[config.mk]
export PLATFORM = sky130hd
export DESIGN_NAME = dmem_arbiter
export DESIGN_NICKNAME = d
export VERILOG_FILES = /design/src/rtl/dmem_pkg.sv /design/src/rtl/dmem_arbiter_rr_pick2.sv /design/src/rtl/dmem_arbiter.sv
export SDC_FILE = /design/constraint.sdc
export NUM_CORES = 1
export LEC_CHECK = 0
export BUFFER_PORTS_ARGS = -buffer_cell sky130_fd_sc_hd__buf_2
export CAP_MARGIN = 10
export CELL_PAD_IN_SITES_DETAIL_PLACEMENT = 1
export CELL_PAD_IN_SITES_GLOBAL_PLACEMENT = 1
export CORE_ASPECT_RATIO = 1.4
export CORE_MARGIN = 2
export CORE_UTILIZATION = 29
export DETAILED_ROUTE_END_ITERATION = 6
export HOLD_SLACK_MARGIN = 0.08
export PLACE_DENSITY_LB_ADDON = 0.1
export SLEW_MARGIN = 20
export SYNTH_ARGS = -nofsm -noshare
export SYNTH_HDL_FRONTEND = slang
export SYNTH_SLANG_ARGS = --single-unit
[constraint.sdc]
create_clock -name clk_i -period 1.9 [get_ports clk_i]
set_clock_uncertainty 0.15 [all_clocks]
set_input_delay 0.095 -clock clk_i [delete_from_list [all_inputs] [get_ports clk_i]]
set_output_delay 0.095 -clock clk_i [all_outputs]
set_load 0.05 [all_outputs]
[src/rtl/dmem_pkg.sv]
// Shared types and constants for the data-memory arbiter.
//   owner_e       : which requester owns the current transaction
//   state_e       : arbiter FSM state
//   DMEM_ERR_DATA : read data returned on a timeout abort
package dmem_pkg;

  typedef enum logic {
    OWN_CORE = 1'b0,
    OWN_DBG  = 1'b1
  } owner_e;

  typedef enum logic {
    ST_IDLE = 1'b0,
    ST_BUSY = 1'b1
  } state_e;

  localparam logic [31:0] DMEM_ERR_DATA = 32'hDEAD_BEEF;

endpackage

[src/rtl/dmem_arbiter_rr_pick2.sv]
// Two-input requester selector.
//   req[0]     : core request
//   req[1]     : debug request
//   last_owner : requester served by the previous transaction
//   owner      : selected requester (meaningful when valid)
//   valid      : at least one request pending
// CORE_PRIO=0 alternates on a tie; CORE_PRIO=1 always favours the core.
module rr_pick2
  import dmem_pkg::*;
#(
  parameter int unsigned CORE_PRIO = 0
) (
  input  logic [1:0] req,
  input  owner_e     last_owner,
  output owner_e     owner,
  output logic       valid
);

  always_comb begin
    valid = |req;
    owner = OWN_CORE;
    if (req == 2'b10) begin
      owner = OWN_DBG;
    end else if (req == 2'b11 && CORE_PRIO == 0 && last_owner == OWN_CORE) begin
      owner = OWN_DBG;
    end
  end

endmodule

[src/rtl/dmem_arbiter.sv]
// Single-port data-memory arbiter between the core LSU and a debug/loader
// master. One transaction at a time: grant in IDLE, hold mem_req_o in BUSY
// until mem_ack_i or timeout, then return the response to the owner.
//   clk_i, rst_ni          : core clock, async active-low reset
//   core_* / dbg_*         : requester ports (req/we/addr/wdata/be in,
//                            gnt/rvalid/rdata out)
//   mem_*                  : memory port (req/we/addr/wdata/be out,
//                            ack/rdata in)
//   busy_o                 : transaction in flight
//   err_o                  : one-cycle pulse on timeout abort
module dmem_arbiter
  import dmem_pkg::*;
#(
  parameter int unsigned ADDR_W    = 16,
  parameter int unsigned TIMEOUT   = 64,
  parameter int unsigned CORE_PRIO = 0
) (
  input  logic              clk_i,
  input  logic              rst_ni,

  input  logic              core_req_i,
  input  logic              core_we_i,
  input  logic [ADDR_W-1:0] core_addr_i,
  input  logic [31:0]       core_wdata_i,
  input  logic [3:0]        core_be_i,
  output logic              core_gnt_o,
  output logic              core_rvalid_o,
  output logic [31:0]       core_rdata_o,

  input  logic              dbg_req_i,
  input  logic              dbg_we_i,
  input  logic [ADDR_W-1:0] dbg_addr_i,
  input  logic [31:0]       dbg_wdata_i,
  input  logic [3:0]        dbg_be_i,
  output logic              dbg_gnt_o,
  output logic              dbg_rvalid_o,
  output logic [31:0]       dbg_rdata_o,

  output logic              mem_req_o,
  output logic              mem_we_o,
  output logic [ADDR_W-1:0] mem_addr_o,
  output logic [31:0]       mem_wdata_o,
  output logic [3:0]        mem_be_o,
  input  logic              mem_ack_i,
  input  logic [31:0]       mem_rdata_i,

  output logic              busy_o,
  output logic              err_o
);

  localparam int unsigned CNT_W = (TIMEOUT > 2) ? $clog2(TIMEOUT) : 1;
  localparam logic [CNT_W-1:0] CNT_LAST = CNT_W'(TIMEOUT - 1);

  state_e           state;
  owner_e           owner_q;
  owner_e           last_owner;
  logic [CNT_W-1:0] cnt;

  owner_e pick_owner;
  logic   pick_valid;
  logic   start;
  logic   ack_done;
  logic   tmo;
  logic   done;
  logic [31:0] rsp_data;

  rr_pick2 #(
    .CORE_PRIO (CORE_PRIO)
  ) u_pick (
    .req        ({dbg_req_i, core_req_i}),
    .last_owner (last_owner),
    .owner      (pick_owner),
    .valid      (pick_valid)
  );

  // Grant is gated by rst_ni so no output is asserted while held in reset.
  assign start = rst_ni && (state == ST_IDLE) && pick_valid;

  assign core_gnt_o = start && (pick_owner == OWN_CORE);
  assign dbg_gnt_o  = start && (pick_owner == OWN_DBG);

  // Ack has precedence over the timeout in the same cycle.
  assign ack_done = (state == ST_BUSY) && mem_ack_i;
  assign tmo      = (state == ST_BUSY) && !mem_ack_i && (cnt == CNT_LAST);
  assign done     = ack_done || tmo;

  always_comb begin
    rsp_data = '0;
    if (tmo) begin
      rsp_data = DMEM_ERR_DATA;
    end else if (!mem_we_o) begin
      rsp_data = mem_rdata_i;
    end
  end

  assign core_rvalid_o = done && (owner_q == OWN_CORE);
  assign dbg_rvalid_o  = done && (owner_q == OWN_DBG);
  assign core_rdata_o  = core_rvalid_o ? rsp_data : '0;
  assign dbg_rdata_o   = dbg_rvalid_o  ? rsp_data : '0;
  assign err_o         = tmo;
  assign busy_o        = (state == ST_BUSY);

  always_ff @(posedge clk_i or negedge rst_ni) begin
    if (!rst_ni) begin
      state       <= ST_IDLE;
      owner_q     <= OWN_CORE;
      last_owner  <= OWN_DBG;
      cnt         <= '0;
      mem_req_o   <= 1'b0;
      mem_we_o    <= 1'b0;
      mem_addr_o  <= '0;
      mem_wdata_o <= '0;
      mem_be_o    <= '0;
    end else begin
      case (state)
        ST_IDLE: begin
          cnt <= '0;
          if (start) begin
            owner_q   <= pick_owner;
            mem_req_o <= 1'b1;
            state     <= ST_BUSY;
            if (pick_owner == OWN_CORE) begin
              mem_we_o    <= core_we_i;
              mem_addr_o  <= core_addr_i;
              mem_wdata_o <= core_wdata_i;
              mem_be_o    <= core_be_i;
            end else begin
              mem_we_o    <= dbg_we_i;
              mem_addr_o  <= dbg_addr_i;
              mem_wdata_o <= dbg_wdata_i;
              mem_be_o    <= dbg_be_i;
            end
          end
        end
        ST_BUSY: begin
          cnt <= cnt + CNT_W'(1);
          if (done) begin
            state       <= ST_IDLE;
            last_owner  <= owner_q;
            cnt         <= '0;
            mem_req_o   <= 1'b0;
            mem_we_o    <= 1'b0;
            mem_addr_o  <= '0;
            mem_wdata_o <= '0;
            mem_be_o    <= '0;
          end
        end
        default: state <= ST_IDLE;
      endcase
    end
  end

endmodule

Word-level counts from Yosys, hierarchy flattened --
Index checks and enable logic that the tools add are counted. W data, S select, Z words.
Storage, ports and cells: register bits after elaboration 63, bits of input ports 143, output and inout bits 124, word-level logic and storage cells 64
Cells by class: $add $sub $neg 1, equal/unequal tests 5, muxes and demuxes 29, bitwise gates (word level) 4, reductions and logical operators 16
Operators with widths (count):
- $mux W32 | 7
- $pmux W32 S2 | 1
- $mux W16 | 3
- $pmux W16 S2 | 1
- $mux W4 | 3
- $pmux W6 S2 | 1
- $logic_and A1 B1 Y1 | 10
- $mux W1 | 8
- $pmux W4 S2 | 1
- $add A6 B1 Y6 const B | 1
- $eq A6 B6 Y1 const B | 1
- $mux W6 | 1
- $pmux W1 S2 | 3
- $reduce_and A2 Y1 | 3
- $eq A2 B2 Y1 const B | 2
- $not A1 Y1 | 4
- $ne A2 B1 Y1 const B | 1
- $ne A2 B2 Y1 const B | 1
- $reduce_or A2 Y1 | 1
- $logic_not A1 Y1 | 1
- $logic_or A1 B1 Y1 | 1

Logic depth before layout (Yosys ltp) --
word-level depth 7, mapped depth 6

Hierarchy --
From an unflattened synthesis, not the netlist that was laid out.
Second synthesis, totals: cell total of the unflattened synthesis 521, area total of the unflattened synthesis 4474.3 µm²
By module, submodules not included:
- dmem_arbiter | times used 1, cells an instance 519, area each 4460.5 µm², sequential area each 1577.8 µm²
- rr_pick2 | times used 1, cells an instance 2, area each 13.8 µm², sequential area each 0.0 µm²

Worst setup path after synthesis --
OpenSTA, ideal clock, no wires.
kind register to output, start register state (netlist: busy_o), end output port dbg_rdata_o[28], data arrival time 2.507 ns, required time 1.655 ns, slack -0.852 ns, stages on the path, launching flop included 6, cell sequence dfrtp_1 > and3b_1 > clkbuf_1 > clkbuf_1 > nand2_1 > a21boi_0
Between the ends: cells in the longest elaborated chain, start to end 5
Ends and longest elaborated chain:
- from (decl) | line dmem_arbiter.sv:54 | state_e state;
- from (signal assigned) | line dmem_arbiter.sv:105 | state <= ST_IDLE;
- from (signal assigned) | line dmem_arbiter.sv:121 | state <= ST_BUSY;
- from (signal assigned) | line dmem_arbiter.sv:138 | state <= ST_IDLE;
- $logic_and A1 B1 Y1 (2 in a row) | line dmem_arbiter.sv:84 | assign tmo = (state == ST_BUSY) && !mem_ack_i && (cnt == CNT_LAST);
- $logic_or A1 B1 Y1 | line dmem_arbiter.sv:85 | assign done = ack_done || tmo;
- $logic_and A1 B1 Y1 | line dmem_arbiter.sv:97 | assign dbg_rvalid_o = done && (owner_q == OWN_DBG);
- $mux W32 * | line dmem_arbiter.sv:99 | assign dbg_rdata_o = dbg_rvalid_o ? rsp_data : '0;
- to (decl) | line dmem_arbiter.sv:37 | output logic [31:0] dbg_rdata_o,
Mark *: on every way between the ends. The rest lies on a longest branch, timed or not.

Final worst setup path --
start register cnt[1], end output port dbg_rdata_o[23]
Between the ends: cells in the longest elaborated chain, start to end 5
Ends and longest elaborated chain:
- from (decl) | line dmem_arbiter.sv:57 | logic [CNT_W-1:0] cnt;
- from (signal assigned) | line dmem_arbiter.sv:136 | cnt <= cnt + CNT_W'(1);
- $eq A6 B6 Y1 * | line dmem_arbiter.sv:84
- $logic_and A1 B1 Y1 * | line dmem_arbiter.sv:84
- $logic_or A1 B1 Y1 | line dmem_arbiter.sv:85
- $logic_and A1 B1 Y1 | line dmem_arbiter.sv:97
- $mux W32 * | line dmem_arbiter.sv:99
Marks and branches as above.

==> flow_summary.toml <==
[status]
status = "complete, but fails checks"
violations = "negative setup slack"

[place]
hpwl_mm = 11.0
port_buffers = 266
globalplace.congestion = 0.786

[power_and_ir_drop]
p_switching_mw = 3.08
p_sw_share_pct = 42.6
p_clk_share_pct = 24.9
p_int_mw = 4.15
powerDensity_mw_per_mm2 = 881
leakagePower_nw = 3.81
power_frac_comb_pct = 50.4
peakVddDrop_mv = 0.606
pwr-share-seq_pct = 24.7
finalPower_mw = 7.23

[detailed_routing]
vias = 4935
drc = 0
drt-pass1-iter-count = 4
wl_per_cell_um = 20.9
drt_iter0_markers = 149
drt-total-wl_mm = 20.0
route.antenna.remaining_nets = 0
vias_per_cell = 5.16

[yosys]
synthArstFlopShare_pct = 100
synth_top_cells_by_area = "dfrtp_1 (40%), mux2i_1 (14%), o22ai_2 (8.7%), o21ai_0 (7.4%), o22ai_1 (4.2%)"
yosysTopAreaCell = "dfrtp_1"
ys_seq_elements = 63
yosys_warnings = 0
synth-edff-count = 0
synth_common_cells = "dfrtp_1 (62), o21ai_0 (57), mux2i_1 (53)"
synthFlopType = "dfrtp_1"
postSynthAreaPerCell_sq_um = 9.76
synth_cell_type_count = 34
synth_top_cell_area_share_pct = 40.1
syn_nets = 540
synthesis.area_sq_mm = 0.00387
synth_seq_area_share_pct = 40.8
synth.most_common_cell = "dfrtp_1"
netlist_instances = 396

[worst_setup_path]
startpoint_type = "flip-flop"
r2r_end = "mem_wdata_o[21]$_DFFE_PN0P_"
crit_type = "reg2out"
critical_path_arrival_ns = 1.89
reg2regPathDepth = 8
worst-path-max-fanout = 12
rr_startpoint = "cnt[1]$_DFF_PN0_"
critPathCaptureType = "output pin"
cp.required_ns = 1.65
r2r_setup_slack_ns = -0.01

[global_route]
antenna_found_initial = 1
grt_pass1_vias = 5535
overflow = 0
grt_max_degree = 64
grt_pass1_wl_mm = 29.9
track_usage_pct = 27.1

[die]
fp.dieH_um = 141
die_area_sq_mm = 0.0143
ioPinCount = 267
core_area_sq_mm = 0.0129
row_count = 49
die_w_um = 102
start_util_pct = 29.9

[timing]
post-route-min-period_ns = 2.14
fin_crit_sh_pct = 113
finalSetupViolCount = 52
hold_violations = 0
final_max_slew_viol_count = 0
clock.fmax_mhz = 467
timing.final.ws_setup_ns = -0.239
rsz0062_at_grt = "yes"
relSlewSlack_pct = 45.9
worst_slew_pin_slew_ns = 0.812
hold_ws_ns = 0.262

[finish]
layout.nets = 917
nFillCells = 1373
drive_above_1_share_pct = 53.5
register_area_sq_mm = 0.00158
synthToLayoutAreaGrowth_pct = 112
multi_input_area_sq_mm = 0.00266
finalCoreUtilization_pct = 63.4

[hold_path]
min_path_type = "in2reg"
min_to = "last_owner$_DFFE_PN1P_"
holdCritStartpoint = "mem_ack_i"
hold_path_depth = 5

[clock_tree]
insertion_delay_ns = 0.33
cts_buffer_depth = 2
cts-root-buf = "clkbuf_16"
htree_levels = 3
cts_buffers = 9
path_clk_slew_ns = 0.05
clock-sinks = 63
tritoncts = "built"

[run]
max-cap-violations = 0
==> final cells by class <==
cell class	count	area share, %
timing repair buffer	412	41.3
multi-input combinational	285	32.4
sequential	63	19.3
clock buffer	13	3.17
tap	178	2.71
clock inverter	3	0.793
inverter	2	0.244
antenna	1	0.0305
==> placed cells by master, fill, tap and decap left out, types with 2 or more instances in the layout <==
cell type      synthesis  layout
clkbuf_16              0      11
xor2_1                 2       2
o21ai_0               57      56
dfrtp_1               62      59
buf_2                 10     197
nand2_1               27      26
buf_16                 0       2
clkbuf_1              22       2
nor2_1                 6       4
a21oi_1               27       2
nor2_4                 0       2
and3_1                 9       9
or2_4                  1       2
buf_6                  5      55
and2_1                 9       9
o22ai_1               26      22
nand3_1                3       2
o22ai_2               27      31
buf_4                  8      26
clkbuf_8               0       2
mux2i_1               53      53
bufinv_16              0       2
buf_8                  0      10
nor2b_1                2       2
a21boi_4               0      25
dfrtp_2                0       2
buf_12                 0      11
dlygate4sd3_1          0     108
a21oi_4                0      25
==> power groups by stage <==
| stage | clock network (mW) | registers (mW) | logic (mW) |
|---|---|---|---|
| after CTS | 1.84 | 1.78 | 3.50 |
| after global routing | 1.90 | 1.82 | 3.80 |
| final | 1.80 | 1.79 | 3.64 |
| after detailed placement | 0 | 1.79 | 3.18 |
| after global placement | 0 | 1.77 | 3.13 |
| after floorplan | 0 | 2.64 | 1.49 |
==> worst max-delay path by stage <==
stage	from	endpoint	slack, ns	cells past startpoint
after floorplan	cnt[0]$_DFF_PN0_	core_rdata_o[28]	-0.06	6
after global placement	cnt[0]$_DFF_PN0_	dbg_rdata_o[28]	0.10	6
after detailed placement	cnt[0]$_DFF_PN0_	core_rdata_o[28]	0.03	6
after CTS	cnt[0]$_DFF_PN0_	core_rdata_o[6]	-0.24	6
after global routing	cnt[1]$_DFF_PN0_	dbg_rdata_o[28]	-0.30	6
final	cnt[1]$_DFF_PN0_	dbg_rdata_o[23]	-0.24	6
==> state kept, by name, indices dropped and copies added, names as in the netlist <==
register and cells:
owner_q 1, mem_wdata_o 32, busy_o 1, cnt 6, mem_req_o 1, last_owner 1, mem_be_o 4, mem_we_o 1
mem_addr_o 16
==> critical path, cell delays in order, from the launching register on <==
cell	delay, ns
dfrtp_1	0.36
ha_2	0.19
nand4b_1	0.12
or2_4	0.35
buf_12	0.20
a21boi_4	0.15
buf_6	0.18
==> logic make-up after synthesis <==
logic type / after synthesis / synth area share, %
xor gates and xnor gates: 3 / 0.680
DFF: 63 / 40.8
buffers and inverters: 48 / 6.83
AOI/OAI and AO/OA: 163 / 28.9
adders and majority gates: 1 / 0.324
and+or+nand+nor: 64 / 8.48
muxes: 54 / 14.0
==> metrics by stage <==
step	std cells	area, sq um	worst slack [ns]	setup TNS (ns)
finish	957	8210	-0.239	-10.05
global route	957	8210	-0.305	-16.47
CTS	947	7930	-0.240	-11.94
detailed placement	816	6070	0.0307	0
global placement	816	6070	0.100	0
floorplan	396	4440	-0.0582	-1.01
==> per-layer routing <==
layer	routed length [um]	GRT usage, %	share of wire, %
met4	998	14.6	5.0
met2	10700	48.4	53
met5	0	0	0
met3	1350	6.40	6.8
met1	6970	28.6	35
==> what timing repair did <==
item | in CTS | in global routing
endpoints found under the hold margin | 120 | 0
setup buffers | 5 | 7
pin swaps | 6 | 3
setup endpoints to repair | 68 | 62
resized for setup | 120 | 49
gates cloned | 2 | 2
hold buffers | 108 | 0
No activity file was read; power rests on OpenSTA's default activity.
